File: src/rtl/vga_timing_core.sv
// vga_timing_core
//   Parametrised VGA timing generator with a one-pixel pixel pipeline.
//   All state advances only on cycles where pix_en is high.
//
//   Optional feature: define VGA_TESTPAT_EN to add the tp_sel input. While
//   tp_sel is 1, the active area shows 8 vertical colour bars instead of r/g/b.
//
// Ports
//   clk          system clock
//   reset_n      asynchronous active-low reset
//   pix_en       pixel strobe; counters and registered outputs move only when 1
//   tp_sel       (VGA_TESTPAT_EN only) 1 = colour-bar test pattern
//   r, g, b      source pixel for the current (x,y), valid while pix_req = 1
//   x, y         current horizontal / vertical counters
//   pix_req      combinational: (x,y) is inside the active area
//   red/green/blue  registered pixel, zero while blanked
//   H_sync, V_sync  registered syncs, polarity HS_POL / VS_POL
//   vga_blank    registered, 1 = visible pixel (DAC BLANK_n)
//   vga_sync     constant 0 (DAC SYNC_n unused)
//   frame_start  registered one-pix_en pulse for pixel (0,0)
module vga_timing_core #(
  parameter int unsigned CW       = 8,
  parameter int unsigned H_ACTIVE = 640,
  parameter int unsigned H_FP     = 16,
  parameter int unsigned H_SYNC   = 96,
  parameter int unsigned H_BP     = 48,
  parameter int unsigned V_ACTIVE = 480,
  parameter int unsigned V_FP     = 10,
  parameter int unsigned V_SYNC   = 2,
  parameter int unsigned V_BP     = 33,
  parameter logic        HS_POL   = 1'b0,
  parameter logic        VS_POL   = 1'b0,
  localparam int unsigned H_TOTAL = H_ACTIVE + H_FP + H_SYNC + H_BP,
  localparam int unsigned V_TOTAL = V_ACTIVE + V_FP + V_SYNC + V_BP,
  localparam int unsigned XW      = $clog2(H_TOTAL),
  localparam int unsigned YW      = $clog2(V_TOTAL)
) (
  input  logic          clk,
  input  logic          reset_n,
  input  logic          pix_en,
`ifdef VGA_TESTPAT_EN
  input  logic          tp_sel,
`endif
  input  logic [CW-1:0] r,
  input  logic [CW-1:0] g,
  input  logic [CW-1:0] b,
  output logic [XW-1:0] x,
  output logic [YW-1:0] y,
  output logic          pix_req,
  output logic [CW-1:0] red,
  output logic [CW-1:0] green,
  output logic [CW-1:0] blue,
  output logic          H_sync,
  output logic          V_sync,
  output logic          vga_blank,
  output logic          vga_sync,
  output logic          frame_start
);

  localparam int unsigned HS_START = H_ACTIVE + H_FP;
  localparam int unsigned HS_END   = HS_START + H_SYNC;
  localparam int unsigned VS_START = V_ACTIVE + V_FP;
  localparam int unsigned VS_END   = VS_START + V_SYNC;

  logic [XW-1:0] h_cnt;
  logic [YW-1:0] v_cnt;
  logic          h_last;
  logic          v_last;
  logic          hs_raw;
  logic          vs_raw;
  logic          at_origin;
  logic [CW-1:0] src_r;
  logic [CW-1:0] src_g;
  logic [CW-1:0] src_b;

  always_comb begin
    h_last    = (32'(h_cnt) == H_TOTAL - 1);
    v_last    = (32'(v_cnt) == V_TOTAL - 1);
    pix_req   = (32'(h_cnt) < H_ACTIVE) && (32'(v_cnt) < V_ACTIVE);
    hs_raw    = (32'(h_cnt) >= HS_START) && (32'(h_cnt) < HS_END);
    vs_raw    = (32'(v_cnt) >= VS_START) && (32'(v_cnt) < VS_END);
    at_origin = (h_cnt == '0) && (v_cnt == '0);
  end

`ifdef VGA_TESTPAT_EN
  // Bar index only matters inside the active area, where it is 0..7;
  // outside it the value is discarded by the blank gating below.
  logic [2:0] bar_idx;

  always_comb begin
    bar_idx = 3'((32'(h_cnt) * 32'd8) / H_ACTIVE);
    if (tp_sel) begin
      src_r = {CW{bar_idx[2]}};
      src_g = {CW{bar_idx[1]}};
      src_b = {CW{bar_idx[0]}};
    end else begin
      src_r = r;
      src_g = g;
      src_b = b;
    end
  end
`else
  always_comb begin
    src_r = r;
    src_g = g;
    src_b = b;
  end
`endif

  // Counters and output pipeline share one enable so sync, blank and colour
  // always describe the same (pre-edge) pixel.
  always_ff @(posedge clk or negedge reset_n) begin
    if (!reset_n) begin
      h_cnt       <= '0;
      v_cnt       <= '0;
      red         <= '0;
      green       <= '0;
      blue        <= '0;
      vga_blank   <= 1'b0;
      H_sync      <= ~HS_POL;
      V_sync      <= ~VS_POL;
      frame_start <= 1'b0;
    end else if (pix_en) begin
      h_cnt <= h_last ? '0 : h_cnt + 1'b1;
      if (h_last) begin
        v_cnt <= v_last ? '0 : v_cnt + 1'b1;
      end
      red         <= pix_req ? src_r : '0;
      green       <= pix_req ? src_g : '0;
      blue        <= pix_req ? src_b : '0;
      vga_blank   <= pix_req;
      H_sync      <= hs_raw ? HS_POL : ~HS_POL;
      V_sync      <= vs_raw ? VS_POL : ~VS_POL;
      frame_start <= at_origin;
    end
  end

  assign x        = h_cnt;
  assign y        = v_cnt;
  assign vga_sync = 1'b0;

endmodule

File: config.mk
export PLATFORM = sky130hd
export DESIGN_NAME = vga_timing_core
export DESIGN_NICKNAME = d
export VERILOG_FILES = /design/src/rtl/vga_timing_core.sv
export SDC_FILE = /design/constraint.sdc
export NUM_CORES = 1
export LEC_CHECK = 0
export ABC_AREA = 1
export CORE_MARGIN = 2
export CORE_UTILIZATION = 43
export CTS_CLUSTER_SIZE = 30
export DETAILED_ROUTE_END_ITERATION = 10
export PLACE_DENSITY = 0.74
export SYNTH_ARGS = -nofsm -noshare
export SYNTH_HDL_FRONTEND = slang
export SYNTH_SLANG_ARGS = --single-unit
File: constraint.sdc
create_clock -name clk -period 2.3 [get_ports clk]
set_clock_uncertainty 0.15 [all_clocks]
set_input_delay 0.46 -clock clk [delete_from_list [all_inputs] [get_ports clk]]
set_output_delay 0.46 -clock clk [all_outputs]
set_load 0.01 [all_outputs]
**Word level (Yosys, flattened, before mapping)**

Cells that the tools add are included.

- Logic and storage cells: 33
- Input port bits: 27
- Bits in registers: 48

- Muxes and demuxes: 7
- Add/sub/neg operators: 2
- Reduce and logical (&&, ||, !) cells: 7
- Equal/unequal tests: 2
- Magnitude comparators: 6

Operator list:

| cell | count |
|---|---|
| $mux W8 | 3 |
| $add A10 B1 Y10 const B | 2 |
| $eq A10 B10 Y1 const B | 2 |
| $logic_not A10 Y1 | 2 |
| $lt A10 B10 Y1 const B | 2 |
| $lt A10 B9 Y1 const B | 2 |
| $mux W10 | 2 |
| $ge A10 B10 Y1 const B | 1 |
| $ge A10 B9 Y1 const B | 1 |
| $logic_and A1 B1 Y1 | 4 |
| $mux W1 | 2 |
| $reduce_and A2 Y1 | 1 |

**Logic depth before layout (Yosys ltp)**

Gate-level depths: netlist of run 1.

- Word-level depth: 3
- Gate-level depth with buffers: 9
- Gate-level depth less buffers: 8

**Worst setup path after synthesis of run 1**

OpenSTA, ideal clock, no wires.

- Kind: flip-flop to flip-flop
- Start point: reg h_cnt[0] (netlist: x[0])
- End point: reg v_cnt[5] (netlist: y[5])
- Setup slack: 714 ps
- Required time: 2028 ps
- Cell stages (with the launch flop): 10
- Data arrival time: 1314 ps
- Cell sequence: dfrtp_1 ha_1 inv_1 nor2_4 nand4_2 nor2_4 inv_2 buf_6 nand2_2 o21ai_2

- Longest elaborated chain between the ends: 2

Ends and longest elaborated chain:

| item | RTL line | RTL |
|---|---|---|
| start: declaration | 65 | `logic [XW-1:0] h_cnt;` |
| start signal: assignment | 124 | `h_cnt <= h_last ? '0 : h_cnt + 1'b1;` |
| $eq A10 B10 Y1 | 77 | `h_last = (32'(h_cnt) == H_TOTAL - 1);` |
| $reduce_and A2 Y1 (no source line) | -- |  |
| end signal: assignment | 126 | `v_cnt <= v_last ? '0 : v_cnt + 1'b1;` |
| end: declaration | 66 | `logic [YW-1:0] v_cnt;` |

Every way passes these cells.
A chain may end at the register's enable or synchronous reset.

**Worst setup path after layout of run 1**

- Start point: reg v_cnt[6] (netlist: y[6])
- End point: out pix_req

- Longest elaborated chain between the ends: 2

Ends and longest elaborated chain:

| item | RTL line | RTL |
|---|---|---|
| $lt A10 B9 Y1 | 79 | `pix_req = (32'(h_cnt) < H_ACTIVE) && (32'(v_cnt) < V_ACTIVE);` |
| $logic_and A1 B1 Y1 | 79 |  |
| end: declaration | 49 | `output logic pix_req,` |

Every way passes these cells.

==> results.sh, run 1 <==
export IMPL_placed_cells=440
export IMPL_period_needed_ns=2.09
export IMPL_drt_pre_antenna_iters=5
export IMPL_die_w_um=78.0
export IMPL_hp_class="reg2reg"
export IMPL_routed_top_layer="met4"
export IMPL_core_um2=5200
export IMPL_min_to="red[1]$_DFFE_PN0P_"
export IMPL_synthCells=296
export IMPL_htree_num_levels=2
export IMPL_dp_hpwl_um=4140
export IMPL_numCtsBuffers=5
export IMPL_p_total_w=0.00297
export IMPL_antenna_found_initial=0
export IMPL_grt_first_pass_wirelength_um=9630
export IMPL_grt_overflow=0
export IMPL_status="complete, no violations"
export IMPL_cp_arrival_ns=1.48
export IMPL_vias=2147
export IMPL_ant_nets=0
export IMPL_maxCapViolCount=0
export IMPL_synth_nets=327
export IMPL_drtIter0Drc=93
export IMPL_max_freq_mhz=478
export IMPL_layout_drive_gt1_share_pct=10.5
export IMPL_r2r_start="x[1]$_DFFE_PN0P_"
export IMPL_row_count=26
export IMPL_drc=0
export IMPL_yosysTopAreaCell="dfrtp_1"
export IMPL_async_flop_share_pct=100
export IMPL_fin_tns_setup_ns=0
export IMPL_ys_seq_area_share_pct=51.1
export IMPL_synth_most_common_cell="nand2_1"
export IMPL_yosysWarnings=0
export IMPL_antenna_cells=0
export IMPL_pin_count=77
export IMPL_yosysUniqueCellTypes=29
export IMPL_period_share_pct=90.9
export IMPL_cts_tree="yes"
export IMPL_worstHoldStart="red[1]$_DFFE_PN0P_"
export IMPL_syn_to_final_growth_pct=40.8
export IMPL_worstHoldPathCells=2
export IMPL_gp_congestion=0.888
export IMPL_cts_root_buffer="clkbuf_8"
export IMPL_globalRouteTotalUtil_pct=19.9
export IMPL_path_clk_slew_ns=0.09
export IMPL_critPathRequiredTime_ns=1.69
export IMPL_finalNonFillerCells=451
export IMPL_synth_commonest_cells="nand2_1 (116), dfrtp_1 (46), inv_1 (29), nor2_1 (22), nand3_1 (19)"
export IMPL_synth_edf_count=0
export IMPL_ys_seq_elements=48
export IMPL_synth_ff_type="dfrtp_1"
export IMPL_vdd_ir_drop_max_mv=0.436
export IMPL_reg2reg_depth=8
export IMPL_drt_vias_per_instance=4.76
export IMPL_slew_viol_final=0
export IMPL_io_buffers=75
export IMPL_wl_met3_um=219
export IMPL_p_leak_nw=1.65
export IMPL_grt_pass1_vias=2061
export IMPL_dieHeight_um=78.0
export IMPL_wl_met2_um=2660
export IMPL_avgSynthCellArea_um2=7.95
export IMPL_clock_sinks=48
export IMPL_r2r_end="y[2]$_DFFE_PN0P_"
export IMPL_initial_core_util_pct=45.2
export IMPL_dieArea_um2=6080
export IMPL_critPathLaunchType="register"
export IMPL_synth_area_um2=2350
export IMPL_synth_top_cell_area_share_pct=48.9
export IMPL_fin_nets=411
export IMPL_endpoint_kind="output port"
export IMPL_worstPathMaxFanout=6
export IMPL_wl_um=5550
export IMPL_reg2reg_slack_ns=0.62
export IMPL_path_class="reg2out"
export IMPL_finalHoldViolations=0
export IMPL_clockBufferDepth=2
export IMPL_wl_met1_um=2580
export IMPL_clk_insertion_delay_late_ns=0.30
export IMPL_rsz0062_at_grt="false"
export IMPL_setup_viol=0
export IMPL_grt_max_degree=25
export IMPL_wire_per_inst_um=12.3
export IMPL_p_per_area_nw_per_um2=897
export IMPL_synth_area_leaders="dfrtp_1 (49%), nand2_1 (19%), inv_1 (4.6%), nand3_1 (4.0%), nor2_1 (3.5%)"
cells by family after synthesis:
| kind of cell | after synthesis | share of synthesized area, % |
|---|---|---|
| AOI/OAI and AO/OA | 17 | 4.31 |
| xor gates and xnor gates | 4 | 1.49 |
| adders and majority gates | 4 | 2.13 |
| buffers and inverters | 39 | 7.07 |
| DFF | 48 | 51.1 |
| other | 1 | 0.159 |
| and+or+nand+nor | 183 | 33.7 |
layout by cell type (no fill, tap or decap), types with 3 or more instances in the layout:
cell type / n
nand2_1: 116
nor3_1: 4
nand2_2: 5
clkbuf_8: 6
nor2_4: 3
nand3_1: 19
o21ai_2: 4
or2_2: 3
clkdlybuf4s50_1: 73
o21ai_0: 10
buf_4: 10
ha_1: 4
dfrtp_1: 46
nor2_1: 22
nand4_1: 6
xor2_1: 3
inv_1: 28
metal layers:
| layer | global-route usage [%] | vias to the layer above |
|---|---|---|
| met5 | 0 | - |
| met4 | 7.02 | 0 |
| met3 | 3.26 | 11 |
| met1 | 27.5 | 994 |
| met2 | 31.7 | 55 |
| li1 | - | 1087 |
report_power, final:
group / leakage, nW / internal [W] / switching [W]
registers: 0.584 / 0.00107 / 0.000182
clock network: 0.0516 / 0.000246 / 0.000283
logic: 1.01 / 0.000613 / 0.000580
final cells by class:
class                   instances  area, µm²
fillers                       468       1890
flip-flops and latches         48       1200
multi-input cells             209        983
repair buffers                 86        830
inverters                      30        113
well taps                      70       87.6
clock buffers                   6       82.6
clock inverters                 2       13.8
sequential cells by signal, indices dropped and copies added, names as in the netlist:
signal and flops:
x 10, V_sync 1, H_sync 1, blue 8, y 10, frame_start 1
vga_blank 1, red 8, green 8
worst max-delay path: stages, from the launching register on:
cell and delay [ns]:
dfrtp_1 0.45, nand2_1 0.11, nor2_2 0.15, inv_1 0.06, nand2_2 0.11, inv_1 0.04
dlygate4sd2_1 0.27
per-stage QoR:
stage / utilization [%] / cell area [µm²] / hold slack [ns] / worst slack (ns)
after floorplan: - / 2350 / 0.0144 / 0.714
after global placement: 61.3 / 3190 / 0.237 / 0.254
after detailed placement: 61.3 / 3190 / 0.252 / 0.259
after CTS: 63.7 / 3310 / 0.338 / 0.181
after global routing: 63.7 / 3310 / 0.358 / 0.0753
final: 63.7 / 3310 / 0.335 / 0.208
timing repair:
action / in CTS / in global routing
endpoints found under the hold margin: 14 / 0
endpoints found under the setup margin: 1 / 0
hold buffers: 1 / 0
setup buffers: 2 / 0
gates resized for setup: 2 / 0
worst max path at each step:
stage                     start          endpoint  slack [ns]  cells past startpoint
6_report       y[6]$_DFFE_PN0P_           pix_req        0.21                      6
5_1_grt        y[6]$_DFFE_PN0P_           pix_req        0.08                      6
3_5_place_dp   x[8]$_DFFE_PN0P_           pix_req        0.26                      6
4_1_cts        y[6]$_DFFE_PN0P_           pix_req        0.18                      6
2_1_floorplan  x[0]$_DFFE_PN0P_  y[5]$_DFFE_PN0P_        0.71                      9
3_3_place_gp   x[8]$_DFFE_PN0P_           pix_req        0.25                      6
(Power assumes the default switching activity.)
==> run 2, diff against run 1 <==
--- a/config.mk
+++ b/config.mk
@@ -14,3 +14,4 @@
 export SYNTH_ARGS = -nofsm -noshare
 export SYNTH_HDL_FRONTEND = slang
 export SYNTH_SLANG_ARGS = --single-unit
+export TNS_END_PERCENT = 5
==> constraint.sdc (replaced) <==
create_clock -name clk -period 2.2 [get_ports clk]
set_clock_uncertainty 0.15 [all_clocks]
set_input_delay 0.44 -clock clk [delete_from_list [all_inputs] [get_ports clk]]
set_output_delay 0.44 -clock clk [all_outputs]
set_load 0.01 [all_outputs]
==> run 2 against run 1 <==
Compared with the run above: combinational power grew 11%; global-route usage increased by 0.64 points; flip-flop and latch count unchanged; utilization grew 0.53 points; via count rose by 1.9%; die area did not move; power up 6.6%; sequential power rose by 4%; count of clock-buffer cells in the layout stayed put; worst hold slack worse by 0.25 ns; register-to-register slack worse by 0.13 ns; sequential share of layout area is 0.30 points lower; largest power group is now combinational cells.
==> results.sh, run 2 (synthesis results as in run 1) <==
export IMPL_core_um2=5200
export IMPL_layout_drive_gt1_share_pct=11.2
export IMPL_power_internal_w=0.00205
export IMPL_period_needed_ns=2.06
export IMPL_vias=2188
export IMPL_reg2reg_depth=7
export IMPL_layout_common_cells="nand2_1 (116), clkdlybuf4s50_1 (73), dfrtp_1 (46), inv_1 (28), nor2_1 (22)"
export IMPL_p_comb_share_pct=41.8
export IMPL_p_total_w=0.00317
export IMPL_period_share_pct=93.4
export IMPL_switchingPower_w=0.00111
export IMPL_endpoint_kind="output port"
export IMPL_power_share_clock_pct=17.2
export IMPL_p_sw_share_pct=35.1
export IMPL_p_per_area_nw_per_um2=948
export IMPL_grt_first_pass_wirelength_um=10000
export IMPL_max_freq_mhz=486
export IMPL_maxCapViolCount=0
export IMPL_status="complete, no violations"
export IMPL_gp_congestion=0.894
export IMPL_grt_use_met1_pct=27.4
export IMPL_path_clk_slew_ns=0.09
export IMPL_fin_tns_setup_ns=0
export IMPL_die_w_um=78.0
export IMPL_globalRouteTotalUtil_pct=20.5
export IMPL_io_buffers=75
export IMPL_grt_max_degree=49
export IMPL_slew_headroom_pct=59.3
export IMPL_drt_pre_antenna_iters=4
export IMPL_path_class="reg2out"
export IMPL_cpPeakStageDelay_ns=0.61
export IMPL_pwr_share_seq_pct=41.0
export IMPL_rsz0062_at_grt="false"
export IMPL_antenna_cells=0
export IMPL_htree_num_levels=2
export IMPL_cts_tree="yes"
export IMPL_clk_insertion_delay_late_ns=0.30
export IMPL_final_common_cell="nand2_1"
export IMPL_critPathRequiredTime_ns=1.61
export IMPL_use_met2_pct=34.1
export IMPL_dieHeight_um=78.0
export IMPL_antenna_found_initial=0
export IMPL_cp_slowest_cell="clkdlybuf4s50_1"
export IMPL_cp_arrival_ns=1.47
export IMPL_pin_count=77
export IMPL_worstPathCellList="clkdlybuf4s50_1"
export IMPL_reg2reg_slack_ns=0.49
export IMPL_top_usage_layer="met2"
export IMPL_syn_to_final_growth_pct=41.9
export IMPL_critPathLaunchType="register"
export IMPL_p_leak_nw=1.66
export IMPL_clock_sinks=48
export IMPL_row_count=26
export IMPL_crit_buf_inv=1
export IMPL_setup_viol=0
export IMPL_vdd_ir_drop_max_mv=0.402
export IMPL_fin_nets=414
export IMPL_slew_viol_final=0
export IMPL_grt_use_met3_pct=4.19
export IMPL_dp_hpwl_um=4150
export IMPL_hp_class="in2async"
export IMPL_ant_nets=0
export IMPL_cts_root_buffer="clkbuf_8"
export IMPL_grt_overflow=0
export IMPL_whs_ns=0.0799
export IMPL_finalHoldViolations=0
export IMPL_wire_per_inst_um=12.8
export IMPL_numCtsBuffers=5
export IMPL_clockBufferDepth=2
export IMPL_drc=0
export IMPL_critical_path_top_delay_family="buffers and inverters"
export IMPL_max_slew_worst_pin_slew_ns=0.611
export IMPL_dieArea_um2=6080
export IMPL_r2r_start="y[0]$_DFFE_PN0P_"
export IMPL_drtIter0Drc=119
export IMPL_grt_pass1_vias=2162
export IMPL_wl_um=5800
export IMPL_initial_core_util_pct=45.2
export IMPL_r2r_end="y[1]$_DFFE_PN0P_"
export IMPL_worstPathMaxFanout=11
export IMPL_drt_vias_per_instance=4.83
## run 2: metal layers
layer  up-vias  wire length [µm]  share of wire [%]
met5         -                 0                  0
met2        75              2820                 49
met3         6               350                6.0
met1      1012              2570                 44
li1       1095                 -                  -
met4         0                55               0.95
## run 2: power by group through the flow
stage	combinational [W]	sequential (W)	clock (W)
final	0.00132	0.00130	0.000544
after global placement	0.00124	0.00133	0
after detailed placement	0.00126	0.00133	0
after floorplan	0.000451	0.00142	0
after global routing	0.00146	0.00133	0.000600
after CTS	0.00133	0.00130	0.000564
## run 2: area by class of cell
| type | instances | area, µm² |
|---|---|---|
| fill | 463 | 1860 |
| sequential | 48 | 1200 |
| multi-input combinational | 209 | 983 |
| timing repair buffer | 89 | 862 |
| inverter | 30 | 113 |
| tap | 70 | 87.6 |
| clock buffer | 6 | 82.6 |
| clock inverter | 1 | 8.76 |
## run 2: worst max path at each step
stage | from | end | slack [ns] | cells past startpoint
2_1_floorplan | x[0]$_DFFE_PN0P_ | y[5]$_DFFE_PN0P_ | 0.61 | 9
4_1_cts | y[7]$_DFFE_PN0P_ | pix_req | 0.13 | 6
3_3_place_gp | x[8]$_DFFE_PN0P_ | pix_req | 0.19 | 6
6_report | y[2]$_DFFE_PN0P_ | y[2] | 0.14 | 1
5_1_grt | y[7]$_DFFE_PN0P_ | pix_req | 0.01 | 6
3_5_place_dp | pix_en | y[0]$_DFFE_PN0P_ | 0.19 | 7
## run 2: per-stage QoR
stage | setup slack, ns | std cells | cell area (µm²) | utilization [%]
6_report | 0.144 | 453 | 3340 | 64.2
5_1_grt | 0.0115 | 453 | 3340 | 64.2
4_1_cts | 0.125 | 453 | 3340 | 64.2
3_5_place_dp | 0.190 | 441 | 3210 | 61.7
3_3_place_gp | 0.189 | 441 | 3210 | 61.7
2_1_floorplan | 0.614 | 296 | 2350 | -
## run 2: what timing repair did
action                     4_1_cts  5_1_grt
hold buffers                     0        0
setup buffers                    5        0
setup endpoints to repair        1        0
gates resized for setup          2        0
